File: config.mk
export PLATFORM = sky130hd
export DESIGN_NAME = fig_rom_arbiter
export DESIGN_NICKNAME = d
export VERILOG_FILES = /design/src/rtl/fig_rom_arb_pkg.sv /design/src/rtl/fig_rr_arbiter.sv /design/src/rtl/fig_rom_arbiter.sv
export SDC_FILE = /design/constraint.sdc
export NUM_CORES = 1
export LEC_CHECK = 0
export CAP_MARGIN = 20
export CORE_MARGIN = 2
export CORE_UTILIZATION = 39
export CTS_CLUSTER_SIZE = 8
export DETAILED_ROUTE_END_ITERATION = 12
export PLACE_DENSITY = 0.77
export SLEW_MARGIN = 20
export SYNTH_ARGS = -nofsm -noshare
export SYNTH_HDL_FRONTEND = slang
export SYNTH_SLANG_ARGS = --single-unit
File: constraint.sdc
create_clock -name clk -period 4.27 [get_ports clk]
set_clock_uncertainty 0.1 [all_clocks]
set_input_delay 0.427 -clock clk [delete_from_list [all_inputs] [get_ports clk]]
set_output_delay 0.427 -clock clk [all_outputs]
set_load 0.01 [all_outputs]
File: src/rtl/fig_rom_arb_pkg.sv
// Shared defaults for the figure-ROM arbiter.
// Define FIG_ROM_OUTREG_EN when the ROM is built with its output register (ROM_LAT = 2).
package fig_rom_arb_pkg;

    localparam int NUM_REQ_DEF = 4;
    localparam int ADDR_W_DEF  = 11;
    localparam int DATA_W_DEF  = 8;

`ifdef FIG_ROM_OUTREG_EN
    localparam int ROM_LAT = 2;
`else
    localparam int ROM_LAT = 1;
`endif

endpackage

File: src/rtl/fig_rr_arbiter.sv
// Combinational round-robin picker: the first requester found at or after ptr,
// wrapping modulo NUM_REQ, gets a one-hot grant.
module fig_rr_arbiter
    import fig_rom_arb_pkg::*;
#(
    parameter int  NUM_REQ = NUM_REQ_DEF,
    localparam int PTR_W   = (NUM_REQ > 1) ? $clog2(NUM_REQ) : 1
) (
    input  logic [NUM_REQ-1:0] req,
    input  logic [PTR_W-1:0]   ptr,
    output logic [NUM_REQ-1:0] grant
);

    logic             found;
    logic [PTR_W:0]   sum;
    logic [PTR_W-1:0] idx;

    always_comb begin
        grant = '0;
        found = 1'b0;
        sum   = '0;
        idx   = '0;
        for (int k = 0; k < NUM_REQ; k++) begin
            sum = {1'b0, ptr} + (PTR_W+1)'(k);
            if (sum >= (PTR_W+1)'(NUM_REQ)) begin
                sum = sum - (PTR_W+1)'(NUM_REQ);
            end
            idx = sum[PTR_W-1:0];
            if (!found && req[idx]) begin
                grant[idx] = 1'b1;
                found      = 1'b1;
            end
        end
    end

endmodule

File: src/rtl/fig_rom_arbiter.sv
// Round-robin arbiter sharing one synchronous figure ROM among NUM_REQ requesters.
// Response latency follows ROM_LAT, which FIG_ROM_OUTREG_EN raises to 2.
module fig_rom_arbiter
    import fig_rom_arb_pkg::*;
#(
    parameter int NUM_REQ = NUM_REQ_DEF,
    parameter int ADDR_W  = ADDR_W_DEF,
    parameter int DATA_W  = DATA_W_DEF
) (
    input  logic                      clk,
    input  logic                      rst_n,
    input  logic                      en,
    input  logic [NUM_REQ-1:0]        req_valid,
    input  logic [NUM_REQ*ADDR_W-1:0] req_addr,
    output logic [NUM_REQ-1:0]        req_ready,
    output logic [NUM_REQ-1:0]        rsp_valid,
    output logic [DATA_W-1:0]         rsp_data,
    output logic [ADDR_W-1:0]         rom_addr,
    output logic                      rom_rst,
    input  logic [DATA_W-1:0]         rom_rd_data,
    output logic                      idle
);

    localparam int PTR_W = (NUM_REQ > 1) ? $clog2(NUM_REQ) : 1;

    logic [PTR_W-1:0]   ptr_q, ptr_d;
    logic [ADDR_W-1:0]  rom_addr_q, rom_addr_d;
    logic [ROM_LAT-1:0] tag_vld_q, tag_vld_d;
    logic [PTR_W-1:0]   tag_idx_q [ROM_LAT];
    logic [PTR_W-1:0]   tag_idx_d [ROM_LAT];
    logic [NUM_REQ-1:0] rsp_valid_q, rsp_valid_d;
    logic [NUM_REQ-1:0] req_gated, grant;
    logic [PTR_W-1:0]   gnt_idx;
    logic               accept;

    assign req_gated = en ? req_valid : '0;

    fig_rr_arbiter #(.NUM_REQ(NUM_REQ)) u_rr (
        .req   (req_gated),
        .ptr   (ptr_q),
        .grant (grant)
    );

    assign req_ready = grant;
    assign accept    = |(req_valid & grant);

    always_comb begin
        gnt_idx    = '0;
        ptr_d      = ptr_q;
        rom_addr_d = rom_addr_q;
        for (int i = 0; i < NUM_REQ; i++) begin
            if (grant[i]) begin
                gnt_idx    = PTR_W'(i);
                rom_addr_d = req_addr[i*ADDR_W +: ADDR_W];
            end
        end
        if (accept) begin
            ptr_d = (gnt_idx == PTR_W'(NUM_REQ-1)) ? '0 : gnt_idx + PTR_W'(1);
        end else begin
            rom_addr_d = rom_addr_q;
        end
    end

    // The tag pipeline carries the granted index alongside the ROM read latency.
    always_comb begin
        tag_vld_d[0] = accept;
        tag_idx_d[0] = gnt_idx;
        for (int s = 1; s < ROM_LAT; s++) begin
            tag_vld_d[s] = tag_vld_q[s-1];
            tag_idx_d[s] = tag_idx_q[s-1];
        end
        rsp_valid_d = '0;
        if (tag_vld_q[ROM_LAT-1]) begin
            rsp_valid_d[tag_idx_q[ROM_LAT-1]] = 1'b1;
        end
    end

    // NOTE: state updates use <= so every flop samples the pre-edge values of its peers.
    always_ff @(posedge clk or negedge rst_n) begin
        if (!rst_n) begin
            ptr_q       <= '0;
            rom_addr_q  <= '0;
            tag_vld_q   <= '0;
            rsp_valid_q <= '0;
        end else begin
            ptr_q       <= ptr_d;
            rom_addr_q  <= rom_addr_d;
            tag_vld_q   <= tag_vld_d;
            rsp_valid_q <= rsp_valid_d;
        end
    end

    // NOTE: only the valid bits need reset; an index is never used while its valid is low.
    always_ff @(posedge clk) begin
        tag_idx_q <= tag_idx_d;
    end

    assign rsp_valid = rsp_valid_q;
    assign rsp_data  = rom_rd_data;
    assign rom_addr  = rom_addr_q;
    assign rom_rst   = ~rst_n;
    assign idle      = ~|req_valid & ~|tag_vld_q;

endmodule

==> results of run 1 <==
Yosys cell counts (2+ instances only):
| library cell | number | share of area, % |
|---|---|---|
| inv_1 | 20 | 4.8 |
| dfrtp_1 | 18 | 29 |
| nand2_1 | 17 | 4.0 |
| mux2i_1 | 12 | 7.6 |
| o221ai_1 | 11 | 6.1 |
| buf_4 | 8 | 3.8 |
| ha_1 | 7 | 5.5 |
| mux2_4 | 7 | 6.7 |
| buf_2 | 4 | 1.3 |
| mux2_2 | 4 | 2.9 |
| nand3_1 | 4 | 1.3 |
| o211ai_1 | 4 | 1.9 |
| nand3b_1 | 3 | 1.4 |
| nor2_1 | 3 | 0.71 |
| or3b_1 | 3 | 1.7 |
| a2111oi_1 | 2 | 1.3 |
| and3b_1 | 2 | 1.1 |
| dfxtp_1 | 2 | 2.5 |
| mux4_2 | 2 | 2.9 |
| nand2b_1 | 2 | 0.79 |
| nand4_1 | 2 | 0.79 |
layout make-up:
class	instances	area, µm²
Fill cell	330	1628
Sequential cell	20	490.5
Tap cell	50	62.56
Inverter	20	75.07
Multi-Input combinational cell	104	898.4
Clock buffer	4	55.05
Timing Repair Buffer	74	733.2
logic make-up after synthesis:
| kind of cell | share of synthesized area (%) |
|---|---|
| AOI/OAI and AO/OA | 17.27 |
| buffers and inverters | 12.04 |
| DFF | 31.06 |
| and+or+nand+nor | 14.11 |
| adders and majority gates | 5.546 |
| muxes | 19.97 |
path summary, 6_finish.rpt:
| kind | startpoint | to | cells after the start |
|---|---|---|---|
| max | ptr_q[0] | req_ready[2] | 7 |
| min | tag_idx_q[0] | rsp_valid[2] | 1 |
| max reg2reg | ptr_q[0] | rom_addr[6] | 9 |
| min reg2reg | tag_idx_q[0] | rsp_valid[2] | 1 |
| max in group asynchronous | rst_n | rom_addr[2] | 2 |
| min in group asynchronous | rst_n | rom_addr[0] | 2 |
layer usage:
metal  GRT usage, %  part of all wire, %
met5              0                    0
met4          6.633                  1.1
met3          3.500                  6.3
met2          31.74                   52
met1          24.38                   41
flip-flops by register name (all words and copies together), names as in the netlist:
register and count:
ptr_q 2, rom_addr 11, rsp_valid 4, tag_idx_q 2, tag_vld_q 1
report_power, final:
part	internal, mW	switching, mW	total [mW]
sequential	0.270	0.0613	0.332
clock	0.0821	0.0615	0.144
combinational	0.431	0.346	0.777
per-stage QoR:
step	cell area [µm²]	total power [mW]	cells	worst slack (ns)	utilization, %
after global routing	2315	1.340	272	0.1086	58.71
after floorplan	1579	0.8455	159	1.012	-
after global placement	2260	1.098	268	0.5716	57.32
after CTS	2315	1.268	272	0.2482	58.71
final	2315	1.252	272	0.2619	58.71
after detailed placement	2260	1.115	268	0.4447	57.32
==> metrics.md, run 1 <==
| Metric | Value |
|---|---|
| Row count | 23 |
| P&R area growth vs syn | 46.59% |
| Synthesized area | 1579 µm² |
| Initial Util | 40.05% |
| Post-DP HPWL | 3249 µm |
| Clock slew at reported path FFs | 0.07 ns |
| CTS Buf Count | 3 |
| Die Ht | 67.63 µm |
| Drt initial violations | 62 |
| Hold Buf Count CTS | 0 |
| Yosys reg bits | 20 |
| CP Capture Type | output port |
| Drt drc | 0 |
| WL per Instance | 15.02 µm |
| Core area | 3943 µm² |
| Final Hold Vio Count | 0 |
| Post-Syn Area per Cell | 9.931 µm² |
| Period minus WS final | 4.008 ns |
| Setup-failing EPs final | 0 |
| Routed via count | 1,418 |
| Power per cell area | 541.0 nW/µm² |
| Synth warn | 0 |
| Global-route wire length before repair | 6534 µm |
| Detail-routed via count per cell | 5.213 |
| RePlAce Congestion | 0.9112 |
| Sequential share of the synthesized area | 31.06% |
| Setup tns final | 0 ns |
| Layout Nets | 289 |
| Clk_lat worst skew | 0.26 ns |
| Critical Path AT | 3.48 ns |
| Lkg Pwr | 0.9791 nW |
| Commonest non-fill, non-tap cell in the layout | clkdlybuf4s50_1 |
| Post-DRT Antenna Nets | 0 |
| Die ar. | 4574 µm² |
| Hold crit path type | reg2reg |
| Resize count post-CTS | 0 |
| Tot GR Track Use | 18.99% |
| Mapped Cells | 159 |
| Fraction of registers with async set/reset | 90.00% |
| ANT cells | 0 |
| Crit path cell chain | inv_1 > ha_1 > mux4_2 > nor2_1 > nand3_1 > o211ai_1 > clkdlybuf4s50_1 |
| Root buffer cell | clkbuf_8 |
| Hold Slack | 0.3473 ns |
| CP Class | reg2out |
| Tcrit/Tclk final | 93.87% |
| Antenna violations before repair | 0 |
| Reg2reg setup slack | 0.54 ns |
| WP data required | 3.74 ns |
| Port Buffers | 71 |
| Remaining Overflow, GRT | 0 |
| CTS max path bufs | 2 |
| Clock tree from TritonCTS | yes |
| Most frequent cells in the layout | 71 x clkdlybuf4s50_1, 20 x inv_1, 18 x dfrtp_1 |
| Ys flop type | dfrtp_1 |
| Status | finished clean |
| Critical path peak fanout | 13 |
| Die W | 67.63 µm |
| Syn_nets | 225 |
| H-tree levels | 1 |
| Setup Buffers After CTS | 0 |
| Measured slew at the worst slew-check pin | 0.7455 ns |
| Slowest CP cell | clkdlybuf4s50_1 |
| Setup crit start kind | flop |
| CP max stage delay | 0.64 ns |
| Rel. slew slack | 50.18% |
| RSZ-0062 raised after global routing | false |
| MaxCap Viol Count | 0 |
| Number of synthesized flops with an enable pin | 0 |
| Slew Viols, Final | 0 |
| Clock sinks | 20 |
| DRT Pass-1 Iters | 4 |
| Share of cells above drive strength 1 | 10.36% |
| Total wire length | 4085 µm |
| Post-synth cell types | 43 |
| Largest net degree at the start of global routing | 20 |
| Crit path buf inv count | 2 |
| Family with the most delay on the worst path | buffers and inverters |
| Vias in the first global route | 1,365 |
| # IOs | 88 |
| Max VDD drop | 0.2864 mV |
| Fmax achieved | 249.5 MHz |
No activity file was read; power rests on OpenSTA's default activity.
==> run 2, diff against run 1 <==
- SLEW_MARGIN: 20 -> not set
==> results of run 2 <==
The final DEF is identical to that of run 1; final timing and power are the same.
